<file path="config.mk">
export PLATFORM = sky130hd
export DESIGN_NAME = cpu7_csr_acc
export DESIGN_NICKNAME = d
export VERILOG_FILES = /design/src/rtl/cpu7_csr_acc.sv
export SDC_FILE = /design/constraint.sdc
export NUM_CORES = 1
export LEC_CHECK = 0
export CAP_MARGIN = 20
export CORE_MARGIN = 2
export CORE_UTILIZATION = 49
export CTS_BUF_LIST = sky130_fd_sc_hd__clkbuf_4 sky130_fd_sc_hd__clkbuf_8
export DETAILED_ROUTE_END_ITERATION = 6
export PLACE_DENSITY = 0.81
export SYNTH_ARGS = -nofsm -noshare
export SYNTH_HDL_FRONTEND = slang
export SYNTH_SLANG_ARGS = --single-unit
export TNS_END_PERCENT = 20
</file>
<file path="constraint.sdc">
create_clock -name clk -period 2.3 [get_ports clk]
set_clock_uncertainty 0.2 [all_clocks]
set_input_delay 0.575 -clock clk [delete_from_list [all_inputs] [get_ports clk]]
set_output_delay 0.575 -clock clk [all_outputs]
set_load 0.01 [all_outputs]
</file>
<file path="src/rtl/cpu7_csr_acc.sv">
// CSR access sequencer: read old value, optionally write, then write the old value back to rd.
// Fixed 3-cycle latency from acceptance to writeback; csr_ecl_busy stalls ecl for the whole operation.
module cpu7_csr_acc #(
   parameter int GRLEN   = 32,
   parameter int CSR_BIT = 14
) (
   input  logic               clk,
   input  logic               resetn,
   input  logic               ecl_csr_req_e,
   input  logic [1:0]         ecl_csr_op_e,
   input  logic [CSR_BIT-1:0] ecl_csr_num_e,
   input  logic [4:0]         ecl_csr_rd_e,
   input  logic [GRLEN-1:0]   ecl_csr_rdval_e,
   input  logic [GRLEN-1:0]   ecl_csr_rjval_e,
   input  logic               ecl_csr_flush,
   input  logic [GRLEN-1:0]   csr_rdata,
   output logic [CSR_BIT-1:0] csr_raddr,
   output logic [CSR_BIT-1:0] csr_waddr,
   output logic [GRLEN-1:0]   csr_wdata,
   output logic [GRLEN-1:0]   csr_mask,
   output logic               csr_wen,
   output logic               csr_ecl_busy,
   output logic               csr_ecl_ill,
   output logic               csr_wb_valid,
   output logic [4:0]         csr_wb_rd,
   output logic [GRLEN-1:0]   csr_wb_data
);

   typedef enum logic [1:0] {IDLE, RD, WR, WB} state_t;

   localparam logic [1:0] OP_WR   = 2'b01;
   localparam logic [1:0] OP_XCHG = 2'b10;
   localparam logic [1:0] OP_ILL  = 2'b11;

   state_t               state_q;
   logic [1:0]           op_q;
   logic [CSR_BIT-1:0]   num_q;
   logic [4:0]           rd_q;
   logic [GRLEN-1:0]     rdval_q;
   logic [GRLEN-1:0]     rjval_q;
   logic [GRLEN-1:0]     old_q;
   logic [CSR_BIT-1:0]   raddr_q;
   logic [CSR_BIT-1:0]   waddr_q;
   logic [GRLEN-1:0]     wdata_q;
   logic [GRLEN-1:0]     mask_q;
   logic                 wen_q;
   logic                 busy_q;
   logic                 ill_q;
   logic                 wb_valid_q;
   logic [4:0]           wb_rd_q;
   logic [GRLEN-1:0]     wb_data_q;
   logic                 accept;

   assign accept = (state_q == IDLE) && ecl_csr_req_e && !ecl_csr_flush;

   // Outputs are registered and default to zero, so each pulse lasts exactly one state.
   always_ff @(posedge clk or negedge resetn) begin
      if (!resetn) begin
         state_q    <= IDLE;
         op_q       <= '0;
         num_q      <= '0;
         rd_q       <= '0;
         rdval_q    <= '0;
         rjval_q    <= '0;
         old_q      <= '0;
         raddr_q    <= '0;
         waddr_q    <= '0;
         wdata_q    <= '0;
         mask_q     <= '0;
         wen_q      <= 1'b0;
         busy_q     <= 1'b0;
         ill_q      <= 1'b0;
         wb_valid_q <= 1'b0;
         wb_rd_q    <= '0;
         wb_data_q  <= '0;
      end else begin
         raddr_q    <= '0;
         waddr_q    <= '0;
         wdata_q    <= '0;
         mask_q     <= '0;
         wen_q      <= 1'b0;
         busy_q     <= 1'b0;
         ill_q      <= 1'b0;
         wb_valid_q <= 1'b0;
         wb_rd_q    <= '0;
         wb_data_q  <= '0;
         case (state_q)
            IDLE: begin
               if (accept) begin
                  op_q    <= ecl_csr_op_e;
                  num_q   <= ecl_csr_num_e;
                  rd_q    <= ecl_csr_rd_e;
                  rdval_q <= ecl_csr_rdval_e;
                  rjval_q <= ecl_csr_rjval_e;
                  if (ecl_csr_op_e == OP_ILL) begin
                     ill_q <= 1'b1;
                  end else begin
                     state_q <= RD;
                     raddr_q <= ecl_csr_num_e;
                     busy_q  <= 1'b1;
                  end
               end
            end
            RD: begin
               if (ecl_csr_flush) begin
                  state_q <= IDLE;
               end else begin
                  // Old value is sampled here, before the write, so xchg sees pre-write contents.
                  old_q   <= csr_rdata;
                  state_q <= WR;
                  busy_q  <= 1'b1;
                  if (op_q == OP_WR || op_q == OP_XCHG) begin
                     wen_q   <= 1'b1;
                     waddr_q <= num_q;
                     wdata_q <= rdval_q;
                     mask_q  <= (op_q == OP_XCHG) ? rjval_q : {GRLEN{1'b1}};
                  end
               end
            end
            WR: begin
               state_q    <= WB;
               busy_q     <= 1'b1;
               wb_valid_q <= (rd_q != 5'd0);
               wb_rd_q    <= rd_q;
               wb_data_q  <= old_q;
            end
            WB: begin
               state_q <= IDLE;
            end
            default: begin
               state_q <= IDLE;
            end
         endcase
      end
   end

   assign csr_raddr    = raddr_q;
   assign csr_waddr    = waddr_q;
   assign csr_wdata    = wdata_q;
   assign csr_mask     = mask_q;
   assign csr_wen      = wen_q;
   assign csr_ecl_busy = busy_q;
   assign csr_ecl_ill  = ill_q;
   assign csr_wb_valid = wb_valid_q;
   assign csr_wb_rd    = wb_rd_q;
   assign csr_wb_data  = wb_data_q;

endmodule

</file>
==> run metrics <==
worst relative slew slack 0.637; Crit. path cell count 1; Reg clk slew, reported paths 0.06 ns; Post-DP HPWL 13700 um; Slew Limit Fails 0; CTS buffer count 40; Worst EP arrival 1.44 ns; Synth Net Count 708; type of the worst setup path reg2out; Worst Path Required 1.52 ns; Worst Setup EP csr_wb_data[11]; root buffer cell clkbuf_8; Mapped Cells 585; Die H 140 um; grt total ovfl 0; crit path launch csr_wb_data[11]; H-tree Lvls 2; Die Area 19500 sq um; CP delay by family, top buffers and inverters; most frequent cells in the layout 252 x dfrtp_1, 252 x clkdlybuf4s50_1, 105 x mux2_2; Skew-Pair Late Insertion Delay 0.52 ns; status complete, no violations; Final Hold Fails 0; vias in the first global route 5985; Power Density 1120 nW/um^2; core area 18000 sq um; slowest CP cell clkdlybuf4s50_1; Syn-to-layout area delta 41.6%; Critical path buffers and inverters 1; Syn. warnings 0; vias 5532; synthesized area 9000 sq um; FF-to-FF End rdval_q[19]; placed inst area 12000 sq um; Post-Route WL 19700 um; first-pass GRT wire length 31700 um; Post-DRT Antenna Nets 0; routed length on met1 8000 um; DRT Pass-1 Iters 4; met2 WL 9640 um; Leak Pwr 5.66 nW; cell area after layout 12800 sq um; fin crit share 0.963; HP Class reg2reg; wire per inst 17.5 um; worst path cell trace clkdlybuf4s50_1; port bufs 253; GRT Total Usage 0.205; Peak VDD IR 829 uV; number of max-cap violations 0; Post-CTS Setup Bufs 0; Max Freq 451 MHz; CTS Buffer Depth 3; Fin Hold WS 0.259 ns; largest net degree at the start of global routing 72; die width 140 um; # setup viols final 0; uppermost layer routed met4; endpoint class of the critical path output port; share of cells above drive strength 1 0.242; CTS tree done; CTS Sinks 252; drc violations 0; R2R Setup Slk 0.29 ns; cells on worst reg2reg path 3; IO Pins 254; met3 WL post-DR 1540 um; Hold Crit Depth 1; RSZ-0062 raised after global routing no; Startpoint Class register; Routability Congestion 0.830; actual slew at the worst max-slew pin 0.545 ns; vias per cell 4.90; crit-path max cell delay 0.56 ns; library cells used by synthesis 24; initial drt markers 175; post-cts resize count 0; Initial Util 0.499; synthesized flop and latch total 252; nets 997; Max FO, Critical Path 1; sequential share of the synthesized area 0.700; Row Count 49; initial antenna violation count 1; Mean Syn Cell Area 15.4 sq um; minimum clock period 2.22 ns
[report_power, final]
part	total [mW]	switching [mW]	internal (mW)
logic	3.98	1.63	2.35
clock network	3.69	1.61	2.08
registers	6.64	0.694	5.94
[layer usage]
| metal | vias to the layer above | global-route usage |
|---|---|---|
| met5 | - | 0 |
| met4 | 0 | 0.0768 |
| met3 | 41 | 0.0650 |
| met2 | 224 | 0.336 |
| met1 | 2748 | 0.259 |
| li1 | 2519 | - |
[registers in the layout (all words and copies together) (netlist names), named ones only]
name	cells
csr_wb_data	32
op_q	2
csr_wdata	32
num_q	14
csr_wb_rd	5
rjval_q	32
rd_q	5
csr_ecl_ill	1
csr_wen	1
csr_raddr	14
rdval_q	32
old_q	32
state_q	1
csr_ecl_busy	1
csr_mask	32
csr_wb_valid	1
csr_waddr	14
[Yosys cell counts (all sizes together)]
master    n  area, sq um
dfrtp   252         6310
mux2    117         1330
and2     85          532
nor2b    33          206
nor3     33          165
buf      18          120
clkbuf   17         63.8
nor3b    15          168
ha        2         25.0
inv       2         7.51
nor2      2         7.51
nor4b     2         30.0
a21oi     1         5.00
nand2     1         3.75
nand2b    1         6.26
o211ai    1         7.51
o21ai     1         5.00
or3b      1         8.76
or4b      1         10.0
[through the flow]
step	power, mW	worst slack (ns)	cells	setup TNS (ns)	util
CTS	14.5	0.0366	1127	0	0.707
floorplan	8.75	0.443	585	0	-
finish	14.3	0.0847	1128	0	0.707
global placement	10.5	-0.165	1060	-15.54	0.663
global route	15.1	0.0359	1128	0	0.707
detailed placement	10.7	-0.185	1060	-19.33	0.663
[layout make-up]
cell class	instances	area [sq um]
Antenna cell	1	2.50
Clock buffer	58	704
Clock inverter	8	77.6
Fill cell	1177	5270
Inverter	2	7.51
Multi-Input combinational cell	296	2530
Sequential cell	252	6310
Tap cell	229	287
Timing Repair Buffer	282	2830
[how the worst min path moves through the flow]
stage                            from                          to
after floorplan                resetn  asynchronous set/reset pin
after global placement       old_q[9]              csr_wb_data[9]
after detailed placement  rdval_q[11]               csr_wdata[11]
after CTS                 rdval_q[26]               csr_wdata[26]
after global routing      rdval_q[26]               csr_wdata[26]
final                     rdval_q[26]               csr_wdata[26]
[repair_timing]
action,CTS,global route
hold buffers,1,0
endpoints found under the hold margin,60,0
setup endpoints to repair,0,0
[logic make-up (layout without fill, tap and decap cells)]
logic type	after synthesis	after routing	synth area share
buffers and inverters	37	350	0.0213
other	0	1	0
adder cells (fa/ha/maj)	2	2	0.00278
AO/OA/AOI/OAI	3	3	0.00195
flip-flops	252	252	0.700
multiplexers	117	117	0.147
AND/OR/NAND/NOR	174	174	0.126
Note: power is estimated with default switching activity, not from simulation.
